## src/rtl/mux_src_arbiter_pkg.sv

```systemverilog
// Shared definitions for the mux source arbiter.
//   state_t  : FSM state encoding (2-bit)
//   DW_DEF   : default channel / mux data width
//   CNT_W    : width of the settle counter (HOLD range 0..15)
package mux_src_arbiter_pkg;

    localparam int DW_DEF = 8;
    localparam int CNT_W  = 4;

    typedef enum logic [1:0] {
        ST_IDLE    = 2'd0,
        ST_SETTLE  = 2'd1,
        ST_PRESENT = 2'd2
    } state_t;

endpackage

```

## src/rtl/mux_src_arbiter_rr_pick4.sv

```systemverilog
// Combinational 4-way round-robin picker.
//   pending [3:0] in  : channels holding a byte
//   last    [1:0] in  : channel most recently retired
//   grant   [1:0] out : first pending channel searching from last+1, wrapping 3->0
//   any           out : at least one channel is pending
module rr_pick4 (
    input  logic [3:0] pending,
    input  logic [1:0] last,
    output logic [1:0] grant,
    output logic       any
);

    logic       found;
    logic [1:0] idx;

    always_comb begin
        grant = 2'd0;
        found = 1'b0;
        idx   = 2'd0;
        any   = |pending;
        // k=4 wraps back to 'last' itself, which is therefore checked last.
        for (int k = 1; k <= 4; k++) begin
            idx = last + 2'(k);
            if (!found && pending[idx]) begin
                grant = idx;
                found = 1'b1;
            end
        end
    end

endmodule

```

## src/rtl/mux_src_arbiter.sv

```systemverilog
// Upstream source stage for the 4:1 byte mux. Captures bytes from four
// producer channels, picks one pending channel round-robin, drives the mux
// data inputs and select, waits HOLD settle cycles, then presents sel_valid
// until the consumer acknowledges.
//   clk, rst_n        : clock, asynchronous active-low reset
//   in_valid/in_ready : per-channel producer handshake (4 bits each)
//   in_data0..3       : per-channel producer bytes
//   i0..i3            : registered channel bytes to the mux data inputs
//   s1, s0            : registered select, {s1,s0} = granted channel
//   sel_valid, sel_ack: consumer handshake for the selected byte
//   busy              : FSM not in IDLE
//
// Handshake: a producer byte transfers on a rising edge where
// in_valid[k] & in_ready[k]; in_ready[k] is low while channel k holds an
// unretired byte. The selection retires on an edge where sel_valid & sel_ack.
module mux_src_arbiter
    import mux_src_arbiter_pkg::*;
#(
    parameter int DW   = DW_DEF,
    parameter int HOLD = 2
) (
    input  logic          clk,
    input  logic          rst_n,
    input  logic [3:0]    in_valid,
    output logic [3:0]    in_ready,
    input  logic [DW-1:0] in_data0,
    input  logic [DW-1:0] in_data1,
    input  logic [DW-1:0] in_data2,
    input  logic [DW-1:0] in_data3,
    output logic [DW-1:0] i0,
    output logic [DW-1:0] i1,
    output logic [DW-1:0] i2,
    output logic [DW-1:0] i3,
    output logic          s1,
    output logic          s0,
    output logic          sel_valid,
    input  logic          sel_ack,
    output logic          busy
);

    // HOLD-1 as the counter preload; unused when HOLD is zero.
    localparam logic [CNT_W-1:0] HOLD_M1 = (HOLD == 0) ? '0 : CNT_W'(HOLD - 1);

    state_t           state;
    logic [CNT_W-1:0] cnt;
    logic [1:0]       sel;
    logic [1:0]       last;
    logic [3:0]       pending;
    logic [3:0]       pending_nxt;
    logic [3:0]       load;
    logic             retire;
    logic [1:0]       grant;
    logic             any;
    logic [DW-1:0]    data_q  [4];
    logic [DW-1:0]    data_in [4];

    assign data_in[0] = in_data0;
    assign data_in[1] = in_data1;
    assign data_in[2] = in_data2;
    assign data_in[3] = in_data3;

    assign in_ready = ~pending;
    assign load     = in_valid & in_ready;
    assign retire   = (state == ST_PRESENT) && sel_ack;
    assign busy     = (state != ST_IDLE);

    assign i0 = data_q[0];
    assign i1 = data_q[1];
    assign i2 = data_q[2];
    assign i3 = data_q[3];
    assign s1 = sel[1];
    assign s0 = sel[0];

    // A channel never loads and retires on the same edge (ready is low while
    // pending), so set and clear never collide on one bit.
    always_comb begin
        pending_nxt = pending | load;
        if (retire) begin
            pending_nxt = pending_nxt & ~(4'b0001 << sel);
        end
    end

    rr_pick4 u_pick (
        .pending (pending),
        .last    (last),
        .grant   (grant),
        .any     (any)
    );

    always_ff @(posedge clk or negedge rst_n) begin
        if (!rst_n) begin
            state     <= ST_IDLE;
            cnt       <= '0;
            sel       <= 2'd0;
            last      <= 2'd3;
            pending   <= 4'd0;
            sel_valid <= 1'b0;
            for (int k = 0; k < 4; k++) begin
                data_q[k] <= '0;
            end
        end else begin
            pending <= pending_nxt;
            for (int k = 0; k < 4; k++) begin
                if (load[k]) begin
                    data_q[k] <= data_in[k];
                end
            end
            case (state)
                ST_IDLE: begin
                    if (any) begin
                        sel <= grant;
                        cnt <= HOLD_M1;
                        if (HOLD == 0) begin
                            state     <= ST_PRESENT;
                            sel_valid <= 1'b1;
                        end else begin
                            state <= ST_SETTLE;
                        end
                    end
                end
                ST_SETTLE: begin
                    if (cnt == '0) begin
                        state     <= ST_PRESENT;
                        sel_valid <= 1'b1;
                    end else begin
                        cnt <= cnt - 1'b1;
                    end
                end
                ST_PRESENT: begin
                    if (sel_ack) begin
                        sel_valid <= 1'b0;
                        last      <= sel;
                        state     <= ST_IDLE;
                    end
                end
                default: state <= ST_IDLE;
            endcase
        end
    end

endmodule

```

## config.mk

```make
export PLATFORM = sky130hd
export DESIGN_NAME = mux_src_arbiter
export DESIGN_NICKNAME = d
export VERILOG_FILES = /design/src/rtl/mux_src_arbiter_pkg.sv /design/src/rtl/mux_src_arbiter_rr_pick4.sv /design/src/rtl/mux_src_arbiter.sv
export SDC_FILE = /design/constraint.sdc
export NUM_CORES = 1
export LEC_CHECK = 0
export ABC_CLOCK_PERIOD_IN_PS = 1590
export CORE_ASPECT_RATIO = 0.7
export CORE_MARGIN = 8
export CORE_UTILIZATION = 35
export CTS_BUF_LIST = sky130_fd_sc_hd__clkbuf_4 sky130_fd_sc_hd__clkbuf_8
export DETAILED_ROUTE_END_ITERATION = 8
export GPL_TIMING_DRIVEN = 0
export PLACE_DENSITY = 0.67
export SYNTH_ARGS = -nofsm -noshare
export SYNTH_HDL_FRONTEND = slang
export SYNTH_SLANG_ARGS = --single-unit
```

## constraint.sdc

```tcl
create_clock -name clk -period 1.59 [get_ports clk]
set_input_delay 0.2385 -clock clk [delete_from_list [all_inputs] [get_ports clk]]
set_output_delay 0.2385 -clock clk [all_outputs]
set_load 0.01 [all_outputs]
```

==> impl_results.md, run 1 <==
- Crit. End Element: output pin
- Crit-path max cell delay: 0.56 ns
- Status: finished clean
- Post-layout util: 53.73%
- Power Density: 1747 nW/um^2
- Clk pwr share: 16.2%
- Fin cells: 315
- Post-synthesis sequential area ratio: between 50 and 60%
- Worst hold slack: 0.4488 ns
- Max-slew violations: 0
- Ys Warns: 0
- Starting density of the core: 35.56%
- Final ANT Viol Nets: 0
- 1st-iter DRT viols: 40
- Worst setup SP type: flop
- Yosys reg bits: 47
- GRT Overall Usage: 11.11%
- Synthesized area: 1996 sq um
- Psw: 1.610 mW
- Filler instances: 500
- Die area: ~8400 sq um
- Leak pwr: between 1 and 1.5 nW
- DR pass1 iterations: 6
- Sequential group share of total power: between 30% and 40%
- FMAX: 658.8 MHz
- Clock skew: 0.005406 ns
- RSZ-0062 raised after global routing: false
- Most common cell in the netlist: dfrtp_1
- Layout cells sized above 1: 21.25%
- Multi-input logic area: 767.0 sq um
- Post-Route WL: 4.595 mm
- H-tree depth: 2
- GP Congestion: 0.7504
- Num CTS Buffers: 5
- Worst hold-check path type: in -> async
- Post-synth EDFFs: 0
- Crit path DAT: 1.28 ns
- Placed cell areas: 2885 sq um
- Setup_tns: 0 ns
- Largest net degree at the start of global routing: 27
- Crit Reg-Reg Startpoint: cnt[1]
- Total gr overflow: 0
- # DRC: 0
- Clock root buffer: clkbuf_8
- Worst skew pair latency: 0.29 ns
- Top post-synthesis cells by area: dfrtp_1 (56%), mux2_2 (11%), mux2_1 (6.8%)
- FF/Latch Area: 1184 sq um
- R2R Path End: cnt[1]
- Number of diodes: 0
- Tot Pwr: between 5 and 6 mW
- Worst Setup EP: s1
- Max Root-Sink Buffers: 2
- Ys flop type: dfrtp_1
- CTS tree: yes
- Critical path's slowest cell: clkdlybuf4s50_1
- Syn-to-layout area delta: 51.10%
- CP max FO: 6
- Worst setup startpoint: sel[1]
- Post-synth top area share: 56.43%
- Async set-reset flop share out of synthesis: 100.0%
- # port buffers: around 80
- Net count, final: 281
- Core area: 5612 sq um
- Yosys top cell by area: dfrtp_1
- Antenna violations before repair: 0
- Die width: between 100 and 150 um
- Crit path cell chain: clkdlybuf4s50_1
- Buffers and inverters on the worst path: 1
- Max_cap viols: 0
- Syn Area/Cell: 13.13 sq um
- Detail Placement HPWL: 3.526 mm
- Delay-heaviest family, CP: buffers and inverters
- Synth cell types: 36
- Worst Tran Pin Value: 0.5207 ns
- Final instance area: between 3000 and 4000 sq um
- Period minus WS final: 1.518 ns
- DR vias: 1,424
- Via density: 4.521
- Dpl cells: 306
- Net Sw Frac: 30.56%
- Final-report hold violation count: 0
- Synthesized instance count: 152
- Critical path depth: 1
- Core Rows: 23
- Final worst slack: 0.07213 ns
- Setup WS pre-CTS: 0.03649 ns
- Vias in the first global route: 1,464
- Global-route wire length before repair: 7.486 mm
- Worst r2r path cells: 5
- Ports: between 70 and 80
- R2r setup slk: around 0.080 ns
- CP required: ~1.4 ns
- Slew HR: about 65%
- Clock transition at path regs: 0.08 ns
- Combinational Power Share: 44.6%
- Kind of critical path: reg -> out
- Clk sinks: 47
- Internal Pwr Total: 3.659 mW
- Tcrit/Tclk final: between 90 and 100%
- Maximum vdd ir drop: 0.7183 mV
- Syn Nets: approximately 190
- Commonest cells post-synth: dfrtp_1 (45), mux2_2 (20), mux2_1 (12)
- Final setup vio count: 0
- Die H: 79.18 um
- WL/cell: 14.59 um
==> routing by layer <==
metal	wire (um)	share of wire, %	GRT usage [%]
met5	0	0	0
met4	25	0.54	2.517
met3	482	10	5.821
met2	1874	41	15.94
met1	2212	48	14.44
==> sequential cells by signal, indices dropped and copies added, names as in the netlist <==
| name | count |
|---|---|
| i0 | 8 |
| i1 | 8 |
| i2 | 8 |
| i3 | 8 |
| cnt | 4 |
| pending | 4 |
| last | 2 |
| sel | 2 |
| state | 2 |
| sel_valid | 1 |
==> timing repair <==
item	in CTS	in global routing
buffers inserted	1	0
gates cloned	0	0
resized for setup	9	3
hold buffers	1	0
endpoints found under the hold margin	20	0
setup endpoints to repair	7	3
==> how the worst min path moves through the flow <==
stage	from	endpoint	slack, ns	cells after the start
6_report	rst_n	i3[1]	0.45	2
5_1_grt	rst_n	i3[3]	0.49	2
4_1_cts	rst_n	i3[1]	0.46	2
3_5_place_dp	rst_n	i3[1]	0.25	1
3_3_place_gp	i0[5]	i0[5]	0.47	1
2_1_floorplan	rst_n	cnt[0]	-0.06	0
==> cell type report <==
| type | count | area share, % |
|---|---|---|
| clock buffers | 6 | 2.531 |
| repair buffers | 81 | 26.85 |
| flip-flops and latches | 47 | 39.25 |
| inverters | 8 | 0.9959 |
| well taps | 75 | 3.112 |
| multi-input cells | 92 | 25.44 |
| clock inverters | 1 | 0.9959 |
| plain buffers | 5 | 0.8299 |
==> power by group through the flow <==
stage	combinational, mW	sequential [mW]	clock (mW)
after global placement	2.33	2.08	0
after floorplan	0.922	2.26	0
final	2.35	2.06	0.854
after CTS	2.39	2.07	0.898
after detailed placement	2.36	2.10	0
after global routing	2.57	2.15	0.950
==> cell families after synthesis <==
kind of cell	share of synthesized area, %
AOI/OAI and AO/OA	6.960
and+or+nand+nor	9.593
buffers and inverters	2.758
xor gates and xnor gates	1.317
DFF	59.06
adders and majority gates	1.254
muxes	19.06
==> placed cells by master (no fill, tap or decap), types with 2 or more instances in the layout <==
cell type	count
clkdlybuf4s50_1	71
dfrtp_1	41
mux2_2	20
mux2_1	12
nand2_1	11
nor2_1	8
nor2b_1	5
buf_2	5
clkbuf_8	5
dlygate4sd2_1	5
inv_2	4
inv_1	4
dfrtp_2	4
a21oi_1	2
o32a_1	2
a31oi_1	2
a22o_1	2
mux2i_1	2
nand3_1	2
xor2_1	2
nand2b_1	2
o21ai_0	2
nor3_1	2
ha_1	2
dfstp_2	2
Power figures use the tool's default switching activity.
==> run 2, diff against run 1 <==
CTS_CLUSTER_DIAMETER = 30   (was default)
==> results of run 2 <==
Final layout, timing and power as in run 1 (identical DEF).
